--- config.mk ---
export PLATFORM = sky130hd
export DESIGN_NAME = fpu_sched_flat
export DESIGN_NICKNAME = d
export VERILOG_FILES = /design/src/rtl/fpu_sched_if.sv /design/src/rtl/fpu_sched.sv /design/src/flat_wrapper.sv
export SDC_FILE = /design/constraint.sdc
export NUM_CORES = 1
export LEC_CHECK = 0
export ABC_CLOCK_PERIOD_IN_PS = 2000
export CAP_MARGIN = 30
export CORE_AREA = 2 2 172 174
export CTS_CLUSTER_DIAMETER = 200
export DETAILED_ROUTE_END_ITERATION = 7
export DIE_AREA = 0 0 174 176
export SLEW_MARGIN = 25
export SYNTH_ARGS = -nofsm -noshare
export SYNTH_HDL_FRONTEND = slang
export SYNTH_SLANG_ARGS = --single-unit
--- constraint.sdc ---
create_clock -name clk -period 2 [get_ports clk]
set_input_delay 0.4 -clock clk [delete_from_list [all_inputs] [get_ports clk]]
set_output_delay 0.4 -clock clk [all_outputs]
set_load 0.01 [all_outputs]
--- src/rtl/fpu_sched_if.sv ---
// -----------------------------------------------------------------------------
// fpu_sched_if
//
// Purpose: Groups the core-side request and response channels of the FPU
//          scheduler. Requests travel as flattened per-requester vectors;
//          requester i occupies slice i of each field.
//
// Signals:
//   req_valid  [N_REQ]     per-requester request valid            (master -> slave)
//   req_ready  [N_REQ]     per-requester accept, at most one high (slave -> master)
//   req_op     [3*N_REQ]   FPU op, requester i at [3i+2:3i]       (master -> slave)
//   req_rmode  [2*N_REQ]   rounding mode per requester            (master -> slave)
//   req_opa    [32*N_REQ]  operand A per requester                (master -> slave)
//   req_opb    [32*N_REQ]  operand B per requester                (master -> slave)
//   resp_valid             result available                       (slave -> master)
//   resp_ready             consumer accepts result                (master -> slave)
//   resp_id    [ID_W]      index of the requester that issued the op
//   resp_out   [32]        FPU result
//   resp_flags [8]         {snan, qnan, inf, ine, overflow, underflow,
//                           div_by_zero, zero}
//
// Modports: master = core-side issue logic, slave = fpu_sched.
// -----------------------------------------------------------------------------
interface fpu_sched_if #(
   parameter int N_REQ = 4,
   parameter int ID_W  = 3
);
   logic [N_REQ-1:0]    req_valid;
   logic [N_REQ-1:0]    req_ready;
   logic [3*N_REQ-1:0]  req_op;
   logic [2*N_REQ-1:0]  req_rmode;
   logic [32*N_REQ-1:0] req_opa;
   logic [32*N_REQ-1:0] req_opb;

   logic                resp_valid;
   logic                resp_ready;
   logic [ID_W-1:0]     resp_id;
   logic [31:0]         resp_out;
   logic [7:0]          resp_flags;

   modport master (
      output req_valid, req_op, req_rmode, req_opa, req_opb, resp_ready,
      input  req_ready, resp_valid, resp_id, resp_out, resp_flags
   );

   modport slave (
      input  req_valid, req_op, req_rmode, req_opa, req_opb, resp_ready,
      output req_ready, resp_valid, resp_id, resp_out, resp_flags
   );
endinterface

--- src/rtl/fpu_sched.sv ---
// -----------------------------------------------------------------------------
// fpu_sched
//
// Purpose: Shares a single fpu instance among N_REQ requesters. One request is
//          granted at a time; its op, rounding mode and operands are registered
//          onto the FPU inputs and held for the op's fixed latency, then the
//          FPU result and flags are captured and returned on a tagged response
//          channel. Only one op is ever in flight.
//
// Configuration:
//   FPU_SCHED_RR_EN  defined   -> round-robin arbitration (pointer advances to
//                                 grant+1 on every handshake)
//                    undefined -> fixed priority, lowest requester index wins
//
// Ports:
//   clk         rising-edge clock
//   rst_n       synchronous reset, active-low
//   bus         fpu_sched_if.slave: request valid/ready, per-requester
//               op/rmode/opa/opb, response valid/ready/id/out/flags
//   busy        high whenever the scheduler is not idle
//   fpu_rmode   registered rounding mode to the FPU
//   fpu_op      registered op to the FPU
//   fpu_opa     registered operand A to the FPU
//   fpu_opb     registered operand B to the FPU
//   fpu_out     FPU result
//   fpu_flags   FPU exception flags, same order as resp_flags
// -----------------------------------------------------------------------------
module fpu_sched #(
   parameter int N_REQ   = 4,
   parameter int ID_W    = 3,
   parameter int LAT_ADD = 4,
   parameter int LAT_DIV = 28
) (
   input  logic        clk,
   input  logic        rst_n,
   fpu_sched_if.slave  bus,
   output logic        busy,
   output logic [1:0]  fpu_rmode,
   output logic [2:0]  fpu_op,
   output logic [31:0] fpu_opa,
   output logic [31:0] fpu_opb,
   input  logic [31:0] fpu_out,
   input  logic [7:0]  fpu_flags
);

   localparam logic [2:0] OP_DIV  = 3'd3;
   localparam logic [5:0] CNT_ADD = 6'(LAT_ADD);
   localparam logic [5:0] CNT_DIV = 6'(LAT_DIV);

   typedef enum logic [1:0] {
      IDLE = 2'd0,
      WAIT = 2'd1,
      RESP = 2'd2
   } state_t;

   state_t state;
   state_t state_nxt;

   // Latency countdown; the FPU output is sampled when it reaches 1.
   logic [5:0]      cnt;

   logic            grant_vld;
   logic [ID_W-1:0] grant_idx;
   logic [N_REQ-1:0] req_ready_c;
   logic            handshake;

   logic [2:0]      sel_op;
   logic [1:0]      sel_rmode;
   logic [31:0]     sel_opa;
   logic [31:0]     sel_opb;

   logic [ID_W-1:0] resp_id_q;
   logic [31:0]     resp_out_q;
   logic [7:0]      resp_flags_q;

`ifdef FPU_SCHED_RR_EN
   logic [ID_W-1:0] rr_ptr;
`endif

   // --------------------------------------------------------------------------
   // Arbitration
   // --------------------------------------------------------------------------
   always_comb begin
      grant_vld = 1'b0;
      grant_idx = '0;
      // Descending scan: the last hit is the lowest set index.
      for (int k = N_REQ - 1; k >= 0; k--) begin
         if (bus.req_valid[k]) begin
            grant_vld = 1'b1;
            grant_idx = ID_W'(k);
         end
      end
`ifdef FPU_SCHED_RR_EN
      // Prefer the lowest valid index at or above the pointer; if none exists
      // the search wraps and the lowest valid index found above stands.
      for (int k = N_REQ - 1; k >= 0; k--) begin
         if (bus.req_valid[k] && (ID_W'(k) >= rr_ptr)) begin
            grant_idx = ID_W'(k);
         end
      end
`endif
   end

   // Operand mux of the winning requester (constant slices only).
   always_comb begin
      sel_op    = '0;
      sel_rmode = '0;
      sel_opa   = '0;
      sel_opb   = '0;
      for (int k = 0; k < N_REQ; k++) begin
         if (ID_W'(k) == grant_idx) begin
            sel_op    = bus.req_op[3*k +: 3];
            sel_rmode = bus.req_rmode[2*k +: 2];
            sel_opa   = bus.req_opa[32*k +: 32];
            sel_opb   = bus.req_opb[32*k +: 32];
         end
      end
   end

   // One-hot accept; forced low while reset is asserted.
   always_comb begin
      req_ready_c = '0;
      if (rst_n && (state == IDLE) && grant_vld) begin
         for (int k = 0; k < N_REQ; k++) begin
            req_ready_c[k] = (ID_W'(k) == grant_idx);
         end
      end
   end

   assign handshake = rst_n && (state == IDLE) && grant_vld;

   // --------------------------------------------------------------------------
   // Control FSM
   // --------------------------------------------------------------------------
   always_ff @(posedge clk) begin
      if (!rst_n) begin
         state <= IDLE;
      end else begin
         state <= state_nxt;
      end
   end

   always_comb begin
      state_nxt = state;
      case (state)
         IDLE: begin
            if (grant_vld) begin
               state_nxt = WAIT;
            end
         end
         WAIT: begin
            if (cnt == 6'd1) begin
               state_nxt = RESP;
            end
         end
         RESP: begin
            if (bus.resp_ready) begin
               state_nxt = IDLE;
            end
         end
         default: state_nxt = IDLE;
      endcase
   end

`ifdef FPU_SCHED_RR_EN
   always_ff @(posedge clk) begin
      if (!rst_n) begin
         rr_ptr <= '0;
      end else if (handshake) begin
         rr_ptr <= (grant_idx == ID_W'(N_REQ - 1)) ? '0 : grant_idx + 1'b1;
      end
   end
`endif

   // --------------------------------------------------------------------------
   // FPU input registers, latency counter and response capture
   // --------------------------------------------------------------------------
   always_ff @(posedge clk) begin
      if (!rst_n) begin
         cnt          <= '0;
         fpu_op       <= '0;
         fpu_rmode    <= '0;
         fpu_opa      <= '0;
         fpu_opb      <= '0;
         resp_id_q    <= '0;
         resp_out_q   <= '0;
         resp_flags_q <= '0;
      end else if (handshake) begin
         fpu_op    <= sel_op;
         fpu_rmode <= sel_rmode;
         fpu_opa   <= sel_opa;
         fpu_opb   <= sel_opb;
         resp_id_q <= grant_idx;
         cnt       <= (sel_op == OP_DIV) ? CNT_DIV : CNT_ADD;
      end else if (state == WAIT) begin
         cnt <= cnt - 6'd1;
         if (cnt == 6'd1) begin
            resp_out_q   <= fpu_out;
            resp_flags_q <= fpu_flags;
         end
      end
   end

   // --------------------------------------------------------------------------
   // Outputs
   // --------------------------------------------------------------------------
   assign bus.req_ready  = req_ready_c;
   assign bus.resp_valid = (state == RESP);
   assign bus.resp_id    = resp_id_q;
   assign bus.resp_out   = resp_out_q;
   assign bus.resp_flags = resp_flags_q;
   assign busy           = (state != IDLE);

   a_ready_onehot: assert property (@(posedge clk) $onehot0(req_ready_c));

endmodule

--- src/flat_wrapper.sv ---
// flat-port wrapper written by rule: the top's interface ports become plain ports
module fpu_sched_flat 
#(
   parameter int N_REQ   = 4,
   parameter int ID_W    = 3,
   parameter int LAT_ADD = 4,
   parameter int LAT_DIV = 28
)
  (clk, rst_n, busy, fpu_rmode, fpu_op, fpu_opa, fpu_opb, fpu_out, fpu_flags, bus_req_valid, bus_req_op, bus_req_rmode, bus_req_opa, bus_req_opb, bus_resp_ready, bus_req_ready, bus_resp_valid, bus_resp_id, bus_resp_out, bus_resp_flags);
  fpu_sched_if #(.N_REQ(N_REQ), .ID_W(ID_W)) bus_i ();
  input  logic clk;
  input  logic rst_n;
  output logic busy;
  output logic [1:0] fpu_rmode;
  output logic [2:0] fpu_op;
  output logic [31:0] fpu_opa;
  output logic [31:0] fpu_opb;
  input  logic [31:0] fpu_out;
  input  logic [7:0] fpu_flags;
  input wire logic [$bits(bus_i.req_valid)-1:0] bus_req_valid;
  input wire logic [$bits(bus_i.req_op)-1:0] bus_req_op;
  input wire logic [$bits(bus_i.req_rmode)-1:0] bus_req_rmode;
  input wire logic [$bits(bus_i.req_opa)-1:0] bus_req_opa;
  input wire logic [$bits(bus_i.req_opb)-1:0] bus_req_opb;
  input wire logic [$bits(bus_i.resp_ready)-1:0] bus_resp_ready;
  output wire logic [$bits(bus_i.req_ready)-1:0] bus_req_ready;
  output wire logic [$bits(bus_i.resp_valid)-1:0] bus_resp_valid;
  output wire logic [$bits(bus_i.resp_id)-1:0] bus_resp_id;
  output wire logic [$bits(bus_i.resp_out)-1:0] bus_resp_out;
  output wire logic [$bits(bus_i.resp_flags)-1:0] bus_resp_flags;
  assign bus_i.req_valid = bus_req_valid;
  assign bus_i.req_op = bus_req_op;
  assign bus_i.req_rmode = bus_req_rmode;
  assign bus_i.req_opa = bus_req_opa;
  assign bus_i.req_opb = bus_req_opb;
  assign bus_i.resp_ready = bus_resp_ready;
  assign bus_req_ready = bus_i.req_ready;
  assign bus_resp_valid = bus_i.resp_valid;
  assign bus_resp_id = bus_i.resp_id;
  assign bus_resp_out = bus_i.resp_out;
  assign bus_resp_flags = bus_i.resp_flags;
  fpu_sched #(.N_REQ(N_REQ), .ID_W(ID_W), .LAT_ADD(LAT_ADD), .LAT_DIV(LAT_DIV)) u_core (.clk(clk), .rst_n(rst_n), .bus(bus_i), .busy(busy), .fpu_rmode(fpu_rmode), .fpu_op(fpu_op), .fpu_opa(fpu_opa), .fpu_opb(fpu_opb), .fpu_out(fpu_out), .fpu_flags(fpu_flags));
endmodule
## Word-level counts from Yosys, hierarchy flattened

Index checks and enable logic that the tools add are counted.

| word-level totals | value |
|---|---|
| bits of input ports | 323 |
| output and inout bits | 118 |
| register bits | 120 |
| logic and storage cells | 61 |

| operators by class | value |
|---|---|
| equal/unequal tests | 10 |
| bitwise operators | 1 |
| muxes and demuxes | 32 |
| add/subtract/negate cells | 1 |
| reduce and logical (&&, ||, !) cells | 8 |

Operators with widths:

| kind | number |
|---|---|
| $mux W32 | 8 |
| $mux W2 | 11 |
| $mux W3 | 4 |
| $mux W6 | 2 |
| $eq A6 B1 Y1 const B | 1 |
| $pmux W2 S3 | 1 |
| $reduce_and A3 Y1 | 2 |
| $sub A6 B1 Y6 const B | 1 |
| $mux W5 | 1 |
| $eq A2 B2 Y1 const A | 2 |
| $mux W1 | 4 |
| $mux W4 | 1 |
| $ne A2 B1 Y1 const B | 2 |
| $reduce_bool A2 Y1 | 2 |
| $eq A3 B2 Y1 const B | 1 |
| $logic_not A3 Y1 | 1 |
| $eq A1 B2 Y1 const A | 1 |
| $eq A2 B1 Y1 const B | 1 |
| $eq A2 B2 Y1 const B | 1 |
| $logic_and A1 B1 Y1 | 2 |
| $logic_not A2 Y1 | 1 |
| $ne A2 B2 Y1 const B | 1 |
| $not A1 Y1 | 1 |

## Logic depth before layout (Yosys ltp)

| depth | value |
|---|---|
| word-level depth | 12 |
| depth in mapped cells | 9 |
| depth with buffers taken out | 6 |

## Least setup slack after synthesis

OpenSTA, ideal clock, no wires.

| timing | value |
|---|---|
| kind | in2out |
| start point | input port bus_req_valid[1] |
| end point | output port bus_req_ready[3] |
| path buffers | 4 |
| data arrival time | 1.566 ns |
| path slack | 0.034 ns |
| data required time | 1.600 ns |
| cell stages on the path | 7 |
| cells stage by stage | buf_4 > nor2_2 > and2_1 > buf_2 > buf_2 > buf_2 > and3_1 |

| on the way | value |
|---|---|
| cells in the longest elaborated chain, start to end | 4 |
| elaborated cells on any way between the ends | 7 |
| classes of those cells | eq/ne (1); mux (5); reduce/logical (1) |

RTL lines:

| element | RTL line | text |
|---|---|---|
| start, declared | flat_wrapper.sv:20 | `input wire logic [$bits(bus_i.req_valid)-1:0] bus_req_valid;` |
| $mux W2 / $mux W1 (equally long branches) (2 in series) | fpu_sched.sv:88 | `if (bus.req_valid[k]) begin` |
| $eq A2 B2 Y1 / $logic_and A1 B1 Y1 (equally long branches) | fpu_sched.sv:125, fpu_sched.sv:123 |  |
| $mux W4 * | fpu_sched.sv:123 | `if (rst_n && (state == IDLE) && grant_vld) begin` |
| end, declared | flat_wrapper.sv:26 | `output wire logic [$bits(bus_i.req_ready)-1:0] bus_req_ready;` |

Mark *: on every way between the ends. The rest lies on a longest branch, timed or not.

## Final worst setup path

| timing | value |
|---|---|
| start point | input port bus_req_valid[0] |
| end point | output port bus_req_ready[3] |

| on the way | value |
|---|---|
| cells in the longest elaborated chain, start to end | 3 |
| elaborated cells on any way between the ends | 5 |
| classes of those cells | eq/ne (1); mux (3); reduce/logical (1) |

RTL lines:

| element | RTL line |
|---|---|
| $mux W2 / $mux W1 (equally long branches) | fpu_sched.sv:88 |
| $eq A2 B2 Y1 / $logic_and A1 B1 Y1 (equally long branches) | fpu_sched.sv:125, fpu_sched.sv:123 |
| $mux W4 * | fpu_sched.sv:123 |

Marked as above.

==> impl_metrics.env <==
export IMPL_ys_types=39
export IMPL_worstPathRequired_ps=1600
export IMPL_core_um2=28500
export IMPL_max_vdd_ir_drop_mv=0.538
export IMPL_synth_ff_type="dfxtp_1"
export IMPL_yosys_area_top_type="dfxtp_1"
export IMPL_synthCells=668
export IMPL_initialDrtViolationCount=584
export IMPL_die_x_um=174
export IMPL_clk_pin_slew_worst_paths_ps=60
export IMPL_grt_use_total=0.176
export IMPL_netlist_area_leader_share=0.433
export IMPL_area_growth_pct=104
export IMPL_syn_avg_cell_area_um2=8.23
export IMPL_grt_pass1_vias=7111
export IMPL_antennaDiodeCount=0
export IMPL_num_vias=7006
export IMPL_drtAntennaViolNets=0
export IMPL_layout_min_cycle_time_ps=1900
export IMPL_worst_setup_path_end_kind="primary output"
export IMPL_ys_top_cells_by_area="dfxtp_1, a21oi_1, a222oi_1"
export IMPL_clock_sinks=119
export IMPL_port_buffers=439
export IMPL_post_route_util=0.394
export IMPL_max_freq_ghz=0.527
export IMPL_grt_start_max_net_pins=86
export IMPL_finalSetupViolCount=0
export IMPL_wire_per_inst_um=18.8
export IMPL_routed_wl_um=28100
export IMPL_path_max_fanout=3
export IMPL_io_pins=441
export IMPL_drv_slew=0
export IMPL_drt_vias_per_instance=4.67
export IMPL_start_util=0.193
export IMPL_dieArea_um2=30600
export IMPL_critPathKind="input pin to primary output"
export IMPL_r2r_setup_slack_ps=400
export IMPL_cts_tree="done"
export IMPL_cts_root_buffer="clkbuf_16"
export IMPL_antenna_found_initial=0
export IMPL_seq_area_frac_synth=0.433
export IMPL_async_flop_share=0
export IMPL_hold_viol_final=0
export IMPL_drive_gt1_frac=0.0879
export IMPL_synth_nets=993
export IMPL_netlist_area_um2=5500
export IMPL_nNetsFinal=1427
export IMPL_grt_first_pass_wirelength_um=41400
export IMPL_post_route_period_util=0.948
export IMPL_worstPathArrival_ps=1500
export IMPL_rows=62
export IMPL_grt_ovfl_total=0
export IMPL_rsz0062_at_grt="no"
export IMPL_htreeDepth=4
export IMPL_numCtsBuffers=17
export IMPL_finClkSkew_ps=14.5
export IMPL_hold_buffers=0
export IMPL_outcome="finished, final reports clean"
export IMPL_p_leak_uw=0.00407
export IMPL_synth_seq_cells=119
export IMPL_synth_edf_count=0
export IMPL_power_density_nw_per_um2=732
export IMPL_fp_dieH_um=176
export IMPL_max_cap_violations=0
export IMPL_clockBufferDepth=2
export IMPL_setup_worst_path_start_class="input pin"
export IMPL_firstDrtPassIters=7
export IMPL_drc=0
export IMPL_p_total_uw=8220
export IMPL_hpwlAfterDp_um=21400
export IMPL_hold_class="input pin to register"
export IMPL_worstMarginPinSlew_ps=805
export IMPL_slew_headroom=0.464
export IMPL_clk_latency_ps=420
export IMPL_ys_warn_count=0
export IMPL_gp_congestion=0.810
[what timing repair did]
action	4_1_cts	5_1_grt
pin swaps	2	1
gates resized for setup	20	3
endpoints found under the hold margin	0	0
setup buffers	4	0
endpoints found under the setup margin	6	2
[cell usage after synthesis (4+ instances only)]
| library cell | number |
|---|---|
| buf_1 | 8 |
| nor2_1 | 6 |
| and3_1 | 5 |
| a21oi_1 | 143 |
| clkbuf_1 | 42 |
| a222oi_1 | 65 |
| nand3_1 | 4 |
| buf_2 | 19 |
| o21ai_0 | 75 |
| nand2_1 | 88 |
| and2_1 | 6 |
| inv_1 | 5 |
| a21boi_1 | 7 |
| dfxtp_1 | 119 |
| nand2b_1 | 5 |
| nor2b_1 | 6 |
| a21boi_0 | 34 |
[kinds of logic (layout without fill, tap and decap cells)]
group	after synthesis	after routing	share of synthesized area
AOI/OAI and AO/OA	336	336	0.393
DFF	119	119	0.433
adders and majority gates	2	2	0.00455
and+or+nand+nor	130	130	0.105
xor gates and xnor gates	3	3	0.00478
buffers and inverters	77	524	0.0589
other	1	1	0.000682
[power by group]
part	switching [µW]	total [µW]	internal, µW
Combinational	863	2100	1230
Clock	1320	3440	2130
Sequential	106	2680	2580
[worst max-delay path: stages]
cell and delay [ps]:
dlygate4sd2_1 250, nor2_2 180, buf_6 140, and2_4 150
buf_12 100, and3_4 170, buf_6 110
[state kept, by name, summed over array words and instances (netlist names)]
| name | cells |
|---|---|
| u_core.fpu_rmode | 2 |
| u_core.fpu_opa | 32 |
| u_core.fpu_op | 3 |
| u_core.bus.resp_flags | 8 |
| u_core.bus.resp_id | 2 |
| u_core.state | 2 |
| u_core.cnt | 6 |
| u_core.fpu_opb | 32 |
| u_core.bus.resp_out | 32 |
[worst paths after layout]
kind / from / end / depth (start not counted)
setup / recovery: bus_req_valid[0] / bus_req_ready[3] / 7
setup reg to reg: u_core.state[1]$_SDFFE_PN0P_ / u_core.fpu_opb[4]$_SDFFE_PN0P_ / 8
hold / removal: rst_n / u_core.cnt[0]$_SDFFE_PN0P_ / 2
hold reg to reg: u_core.bus.resp_flags[1]$_SDFFE_PN0P_ / u_core.bus.resp_flags[1]$_SDFFE_PN0P_ / 2
[layout make-up]
type                    count  area (µm²)
well taps                 384         480
fillers                  2939       17300
repair buffers            487        4870
clock buffers              17         425
inverters                   5        18.8
flip-flops and latches    119        2380
multi-input cells         472        2840
clock inverters            15         218
[through the flow]
stage	TNS, ps	hold WS [ps]	setup slack, ps	cells	area, µm²
after detailed placement	-15450	446	-471	1463	10500
final	0	311	104	1499	11200
after floorplan	0	478	34.2	668	5500
after global placement	-13020	441	-476	1463	10500
after global routing	0	303	18.7	1499	11200
after CTS	0	291	18.8	1499	11200
[per-layer routing]
layer | up-vias | GRT usage | wire length [µm]
met5 | - | 0 | 0
met4 | 0 | 0.0515 | 557
met3 | 25 | 0.0454 | 1980
met2 | 331 | 0.311 | 14000
met1 | 3257 | 0.209 | 11600
li1 | 3393 | - | -
[placed cells by master, fill, tap and decap left out, drive strengths merged, types with 11 or more instances in the layout]
| cell type | instances |
|---|---|
| a222oi | 65 |
| clkbuf | 17 |
| nand2 | 88 |
| o21ai | 75 |
| dfxtp | 119 |
| clkdlybuf4s50 | 428 |
| a21boi | 41 |
| a21oi | 143 |
| buf | 52 |
| inv | 11 |
(Power assumes the default switching activity.)
